==> src/rtl/gtx_rx_link_monitor.sv <==
// gtx_rx_link_monitor: GTX RX reset/retry sequencer and link-up error supervisor
module gtx_rx_link_monitor #(
  parameter int RESET_CYCLES  = 16,
  parameter int LOCK_TIMEOUT  = 65535,
  parameter int ERR_WINDOW    = 1024,
  parameter int ERR_THRESHOLD = 8
) (
  input  logic        ref_clk,
  input  logic        reset,
  input  logic        pll_locked,
  input  logic        rx_resetdone,
  input  logic        byteisaligned,
  input  logic        rx_char_err,
  output logic        gtx_rxreset,
  output logic        link_up,
  output logic [1:0]  state,
  output logic [7:0]  retry_count,
  output logic [15:0] err_count
);
  localparam int WW = $clog2(ERR_WINDOW);
  typedef enum logic [1:0] {S_RESET, S_WAIT_DONE, S_WAIT_ALIGN, S_LINKED} state_t;
  state_t state_q, state_d;
  logic [15:0] timer_q, timer_d, err_q, err_d;
  logic [WW-1:0] win_q, win_d;
  logic [7:0] werr_q, werr_d, werr_n, retry_q, retry_d;
  logic wrap, timeout;
  always_comb begin
    state_d = state_q;
    timer_d = timer_q + 16'd1;
    win_d   = win_q;
    werr_d  = werr_q;
    wrap    = win_q == WW'(ERR_WINDOW - 1);
    timeout = timer_q == 16'(LOCK_TIMEOUT - 1);
    // an error landing in the wrap cycle opens the new window's count
    werr_n  = (wrap ? 8'd0 : werr_q) + 8'(rx_char_err);
    case (state_q)
      S_RESET:      state_d = timer_q == 16'(RESET_CYCLES - 1) ? S_WAIT_DONE : S_RESET;
      S_WAIT_DONE:  state_d = (pll_locked && rx_resetdone) ? S_WAIT_ALIGN : timeout ? S_RESET : S_WAIT_DONE;
      S_WAIT_ALIGN: state_d = byteisaligned ? S_LINKED : timeout ? S_RESET : S_WAIT_ALIGN;
      S_LINKED: begin
        win_d   = wrap ? '0 : win_q + WW'(1);
        werr_d  = werr_n;
        state_d = (!byteisaligned || (rx_char_err && werr_n == 8'(ERR_THRESHOLD))) ? S_RESET : S_LINKED;
      end
    endcase
    if (state_d != state_q) begin
      timer_d = '0;
      win_d   = '0;
      werr_d  = '0;
    end
    retry_d = (state_d == S_RESET && state_q != S_RESET && retry_q != 8'hff) ? retry_q + 8'd1 : retry_q;
    err_d   = (state_q == S_LINKED && rx_char_err && err_q != 16'hffff) ? err_q + 16'd1 : err_q;
  end
  always_ff @(posedge ref_clk or posedge reset)
    if (reset) begin
      state_q <= S_RESET;
      timer_q <= '0;
      win_q   <= '0;
      werr_q  <= '0;
      retry_q <= '0;
      err_q   <= '0;
    end else begin
      state_q <= state_d;
      timer_q <= timer_d;
      win_q   <= win_d;
      werr_q  <= werr_d;
      retry_q <= retry_d;
      err_q   <= err_d;
    end
  assign state       = state_q;
  assign gtx_rxreset = state_q == S_RESET;
  assign link_up     = state_q == S_LINKED;
  assign retry_count = retry_q;
  assign err_count   = err_q;
endmodule

==> config.mk <==
export PLATFORM = sky130hd
export DESIGN_NAME = gtx_rx_link_monitor
export DESIGN_NICKNAME = d
export VERILOG_FILES = /design/src/rtl/gtx_rx_link_monitor.sv
export SDC_FILE = /design/constraint.sdc
export NUM_CORES = 1
export LEC_CHECK = 0
export ABC_AREA = 1
export ABC_CLOCK_PERIOD_IN_PS = 6950
export CORE_MARGIN = 2
export CORE_UTILIZATION = 61
export DETAILED_ROUTE_END_ITERATION = 8
export PLACE_DENSITY_LB_ADDON = 0.05
export SYNTH_ARGS = -nofsm -noshare
export SYNTH_HDL_FRONTEND = slang
export SYNTH_SLANG_ARGS = --single-unit
==> constraint.sdc <==
create_clock -name ref_clk -period 6.95 [get_ports ref_clk]
set_input_delay 2.085 -clock ref_clk [delete_from_list [all_inputs] [get_ports ref_clk]]
set_output_delay 2.085 -clock ref_clk [all_outputs]
set_load 0.01 [all_outputs]
==> results_dict.tcl, run 1 <==
set metrics [dict create \
    timing.final.ws_setup_ns 2.55 \
    synth_largest_area_cell "dfrtp_1" \
    postSynth.asyncResetShare_pct 100 \
    synth-edff-count 0 \
    drt_pass1_iterations 4 \
    antenna_cells_inserted 0 \
    syn-cell-area_um2 3330 \
    worst_path_dominant_cell_family "buffers and inverters" \
    yosys.cell_types.count 35 \
    rsz_0062_raised_after_global_routing "false" \
    fin_crit_sh_pct 63.3 \
    ys.warnings.count 0 \
    swShare_pct 39.0 \
    wl_um 6890 \
    drt-initial-drc-count 182 \
    power.share.sequential_pct 37.6 \
    clockRootBuffer "clkbuf_8" \
    post-synth-top-count-cell "nand2_1" \
    route.detailed.vias_per_inst 5.36 \
    p_leak_uw 0.00175 \
    synth_area_per_cell_um2 8.44 \
    final_area_um2 3930 \
    wl_per_cell_um 13.5 \
    startpoint_type "flop" \
    largest_net_degree_at_the_start_of_global_routing 61 \
    dp_worst_setup_slack_ns 2.26 \
    status "complete, no violations" \
    detail_route.drc_violations 0 \
    timing_hold_violations_final 0 \
    timing.setup.critical_path_class "flop to output pin" \
    post_synth_inst_count 395 \
    antenna_found_initial 0 \
    hold_depth 1 \
    finalWeightedCongestion 0.821 \
    fin_util_pct 75.5 \
    slowest_stage "clkdlybuf4s50_1" \
    synth_commonest_cells "81 x nand2_1, 60 x dfrtp_1, 44 x inv_1" \
    ir_worst_vdd_mv 0.250 \
    cellInternalPower_uw 781 \
    final.setup.tns_ns 0 \
    crit-reg2reg-capture "timer_q[15]" \
    synth.yosys.seq_area_share_pct 45.0 \
    initial_utilization_pct 64.0 \
    nets 448 \
    total_vias_in_the_final_route 2732 \
    hold_class "flop to flop" \
    post_route_cells_drive_above_1_share_pct 13.9 \
    holdBufCountCts 0 \
    slew_headroom_pct 49.6 \
    postRouteAntennaNets 0 \
    grt_pass1_wl_um 11900 \
    power_density_nw_per_um2 326 \
    number_of_buffers_inserted_by_post_cts_setup_repair 0 \
    cts_made_buffers 9 \
    dieWidth_um 77.9 \
    number_of_synthesized_register_bits 60 \
    layout_min_cycle_time_ns 4.40 \
    clock_tree.buffer_depth 2 \
    timing.fmax_ghz 0.227 \
    worst_slew_pin_slew_ns 0.756 \
    areaGrowthSynthToFinish_pct 17.9 \
    p_comb_share_pct 36.5 \
    row_count 26 \
    netlist.area_leader.share_pct 45.0 \
    port_buffers 33 \
    clock_sink_count 60 \
    end_kind "output pin" \
    ctsResizeCount 0 \
    yosys_most_used_dff "dfrtp_1" \
    cp_data_required_time_ns 4.87 \
    timing.hold.worst.start "err_count[15]" \
    timing.reg2reg.setup_slack_ns 3.70 \
    grt.total_usage_pct 24.7 \
    design.core.area_um2 5200 \
    maxCapViolations 0 \
    critPathMaxFanout 18 \
    place_area_um2 3720 \
    first_global_vias 2643 \
    worst_r2r_startpoint "win_q[0]" \
    reg2reg_depth 21 \
    h_tree_levels 3 \
    power.switching_uw 499 \
    clkLatencyLatePin_ns 0.33 \
    register_clock_pin_slew_on_the_reported_worst_setup_and_hold_paths_ns 0.07 \
    critical_path.cell_chain "nand2_1 -> inv_1 -> clkdlybuf4s50_1" \
    fp.dieArea_um2 6070 \
    cts_tree "yes" \
    worstHoldEndpoint "err_count[15]" \
    setup-violations-final 0 \
    worst-endpoint-arrival_ns 2.32 \
    top_level_ports 34 \
    detailed_place_hpwl_um 4560 \
    gr-total-overflow 0 \
    worstPathBufferInverterCount 2 \
    cp_slowest_stage_delay_ns 0.62 \
    yosys-top-cells-area "dfrtp_1 45%, nand2_1 9.1%, xor2_1 6.6%" \
    slew_viol_final 0 \
    die_y_um 77.9 \
    postSynthNetCount 408 \
    largest_clock_skew_in_the_final_design_ns 0.00595 \
    power.clock.fraction_pct 25.9 \
]
==> power by group through the flow <==
stage	clock (µW)	combinational, µW	sequential (µW)
finish	332	467	482
detailed placement	0	469	485
CTS	335	472	481
floorplan	0	351	485
global placement	0	458	485
global route	348	520	492
==> per-layer routing <==
| metal | track usage, % | vias up | share of wire (%) |
|---|---|---|---|
| met5 | 0 | - | 0 |
| met4 | 9.65 | 0 | 1.1 |
| met3 | 5.23 | 9 | 3.1 |
| met2 | 40.9 | 42 | 49 |
| met1 | 32.0 | 1334 | 47 |
| li1 | - | 1347 | - |
==> cells by family after synthesis <==
| group | after synthesis | share of synthesized area, % |
|---|---|---|
| and+or+nand+nor | 208 | 30.2 |
| AOI/OAI and AO/OA | 32 | 5.82 |
| DFF | 60 | 45.0 |
| adders and majority gates | 7 | 2.63 |
| buffers and inverters | 50 | 6.31 |
| xor gates and xnor gates | 37 | 9.72 |
| muxes | 1 | 0.300 |
==> stage by stage <==
stage                     cells  hold slack (ns)  total power [µW]
after global placement      494            0.484               943
final                       510            0.501              1280
after detailed placement    494            0.489               954
after global routing        510            0.512              1360
after CTS                   510            0.503              1290
after floorplan             395            0.460               836
==> worst max path at each step <==
| stage | startpoint | endpoint | slack, ns | cells after the start |
|---|---|---|---|---|
| after detailed placement | rx_char_err | timer_q[5] | 2.26 | 15 |
| after global placement | rx_char_err | win_q[2] | 2.36 | 15 |
| after CTS | state[0] | link_up | 2.52 | 3 |
| after global routing | rx_char_err | win_q[1] | 2.33 | 17 |
| after floorplan | rx_char_err | werr_q[2] | 3.24 | 11 |
| final | state[0] | link_up | 2.55 | 3 |
==> cell type report <==
class                      instances  area (µm²)
clock inverter                     3        43.8
fill                             390        1270
clock buffer                      13         169
inverter                          45         169
sequential                        60        1500
multi-input combinational        285        1620
timing repair buffer              34         338
tap                               70        87.6
==> flip-flops by register name (all words and copies together), names as in the netlist <==
name / cells
err_count: 16
retry_count: 8
state: 2
timer_q: 16
werr_q: 8
win_q: 10
==> layout by cell type, fill, tap and decap left out, types with 2 or more instances in the layout <==
| cell type | count |
|---|---|
| inv_2 | 2 |
| xnor2_1 | 12 |
| o21ai_0 | 17 |
| nor2_2 | 32 |
| nand2_1 | 81 |
| clkdlybuf4s50_1 | 33 |
| dfrtp_1 | 60 |
| nand3_2 | 3 |
| nand2_2 | 3 |
| ha_1 | 7 |
| clkbuf_8 | 12 |
| a21oi_1 | 2 |
| nand3_1 | 25 |
| o21bai_1 | 2 |
| o22ai_1 | 2 |
| nor3_1 | 11 |
| nor2_1 | 35 |
| nor4_1 | 5 |
| nand4_1 | 8 |
| a21boi_0 | 2 |
| xor2_1 | 25 |
| inv_1 | 43 |
No activity file was read; power rests on OpenSTA's default activity.
==> inputs of run 2 (changes only) <==
--- a/config.mk
+++ b/config.mk
@@ -6,9 +6,9 @@
 export NUM_CORES = 1
 export LEC_CHECK = 0
 export ABC_AREA = 1
-export ABC_CLOCK_PERIOD_IN_PS = 6950
+export ABC_CLOCK_PERIOD_IN_PS = 3500
 export CORE_MARGIN = 2
-export CORE_UTILIZATION = 61
+export CORE_UTILIZATION = 51
 export DETAILED_ROUTE_END_ITERATION = 8
 export PLACE_DENSITY_LB_ADDON = 0.05
 export SYNTH_ARGS = -nofsm -noshare
==> constraint.sdc (replaced) <==
create_clock -name ref_clk -period 3.5 [get_ports ref_clk]
set_input_delay 1.05 -clock ref_clk [delete_from_list [all_inputs] [get_ports ref_clk]]
set_output_delay 1.05 -clock ref_clk [all_outputs]
set_load 0.01 [all_outputs]
==> run 2 against run 1 <==
Die area is 19% higher. Largest cell class unchanged. Global-route usage decreased by 4.9 points. Register-to-register slack got worse by 3.1 ns. Setup slack worse by 2.0 ns. Final cell count is 2.0% higher. First-iteration DRC count down 15%. Highest routed layer unchanged. Critical path type is now primary input to flop. Critical path depth increased by 12. Via count shrank 2.7%.
==> results_dict.tcl, run 2 (synthesis results as in run 1) <==
set metrics [dict create \
    maxCapViolations 0 \
    fin_util_pct 62.5 \
    cp_slowest_stage_delay_ns 0.50 \
    detail_route.drc_violations 0 \
    wl_um 6450 \
    antenna_found_initial 0 \
    hold_class "flop to flop" \
    clkLatencyLatePin_ns 0.33 \
    drt_pass1_iterations 4 \
    register_clock_pin_slew_on_the_reported_worst_setup_and_hold_paths_ns 0.07 \
    number_of_buffers_inserted_by_post_cts_setup_repair 0 \
    gr-total-overflow 0 \
    setup-violations-final 0 \
    fp.dieArea_um2 7200 \
    h_tree_levels 3 \
    top_level_ports 34 \
    timing.fmax_ghz 0.333 \
    power_density_nw_per_um2 653 \
    rsz_0062_raised_after_global_routing "false" \
    die_y_um 84.8 \
    largest_net_degree_at_the_start_of_global_routing 61 \
    wl_per_cell_um 12.4 \
    most-common-layout-cells "81 x nand2_1, 60 x dfrtp_1, 43 x inv_1" \
    grt_pass1_wl_um 11400 \
    post_route_cells_drive_above_1_share_pct 14.2 \
    cp_data_required_time_ns 3.72 \
    design.core.area_um2 6350 \
    row_count 29 \
    nets 451 \
    total_vias_in_the_final_route 2658 \
    cts_made_buffers 9 \
    final.setup.tns_ns 0 \
    route.detailed.vias_per_inst 5.11 \
    startpoint_type "primary input" \
    drt-initial-drc-count 154 \
    end_kind "flop" \
    worst_slew_pin_slew_ns 0.496 \
    largest_clock_skew_in_the_final_design_ns 0.00808 \
    timing.setup.critical_path_class "primary input to flop" \
    layout_min_cycle_time_ns 3.00 \
    grt.total_usage_pct 19.8 \
    port_buffers 33 \
    holdBufCountCts 0 \
    slew_viol_final 0 \
    ir_worst_vdd_mv 0.349 \
    clock_sink_count 60 \
    finalWeightedCongestion 0.851 \
    areaGrowthSynthToFinish_pct 19.1 \
    slew_headroom_pct 66.7 \
    initial_utilization_pct 52.5 \
    layout.cells.most_common "nand2_1" \
    clock_tree.buffer_depth 2 \
    ctsResizeCount 0 \
    postRouteAntennaNets 0 \
    status "complete, no violations" \
    clockRootBuffer "clkbuf_8" \
    worst-endpoint-arrival_ns 3.22 \
    critPathMaxFanout 19 \
    antenna_cells_inserted 0 \
    slowest_stage "clkdlybuf4s50_1" \
    first_global_vias 2531 \
    critical_path.cell_chain "clkdlybuf4s50_1 -> ha_1 -> ha_1 -> nand2_1 -> inv_1 -> nand3_2 -> o21ai_1 -> nand2_1 -> nor2_1 -> nand3_1 -> nand2_2 -> o211ai_1 -> nand3_4 -> buf_12 -> nor2_1" \
    timing_hold_violations_final 0 \
    dieWidth_um 84.8 \
    cts_tree "yes" \
    fin_crit_sh_pct 85.8 \
    detailed_place_hpwl_um 4630 \
    p_leak_uw 0.00176 \
]
==> run 2: cell count changes in the layout (fill, tap and decap cells not counted), sizes merged <==
cell / before / now
buf: 1 / 4
clkbuf: 13 / 11
clkinv: 2 / 3
clkinvlp: 0 / 1
==> run 2: area by class of cell <==
class	instances	area, µm²
fillers	578	2380
clock buffers	11	131
repair buffers	37	398
inverters	45	169
flip-flops and latches	60	1500
multi-input cells	285	1620
clock inverters	5	52.6
well taps	77	96.3
==> run 2: critical path, delay by kind of cell <==
family | cells | cell delay [ns]
adders and majority gates | 2 | 0.36
buffers and inverters | 3 | 0.74
AOI/OAI and AO/OA | 2 | 0.31
and+or+nand+nor | 8 | 0.75
==> run 2: worst paths after layout <==
kind,cells past startpoint,startpoint,slack [ns],end
min in group asynchronous,3,reset,1.09,err_count[14]
max,15,rx_char_err,0.50,win_q[0]
max in group asynchronous,3,reset,2.14,retry_count[3]
min reg2reg,1,err_count[15],0.51,err_count[15]
max reg2reg,17,win_q[0],0.62,win_q[0]
min,1,err_count[15],0.51,err_count[15]
==> run 2: per-layer routing <==
metal	vias to the layer above	part of all wire (%)	track usage (%)
met3	8	3.3	4.38
met5	-	0	0
met4	0	1.3	8.95
met2	36	46	31.0
met1	1260	49	26.5
li1	1354	-	-
==> run 2: per-stage QoR <==
stage | hold WS [ns] | instances | worst slack (ns) | power (µW) | cell area (µm²)
final | 0.505 | 520 | 0.498 | 2590 | 3970
after global routing | 0.533 | 520 | 0.226 | 2780 | 3970
after CTS | 0.510 | 520 | 0.480 | 2630 | 3970
after detailed placement | 0.494 | 504 | 0.122 | 2020 | 3790
after global placement | 0.492 | 504 | 0.213 | 2010 | 3790
after floorplan | 0.460 | 395 | 0.828 | 1660 | 3330
==> run 2: where the power goes <==
part | switching [µW] | total (µW) | internal, µW
clock network | 270 | 595 | 326
logic | 601 | 1040 | 441
registers | 142 | 956 | 814
total | 1010 | 2590 | 1580
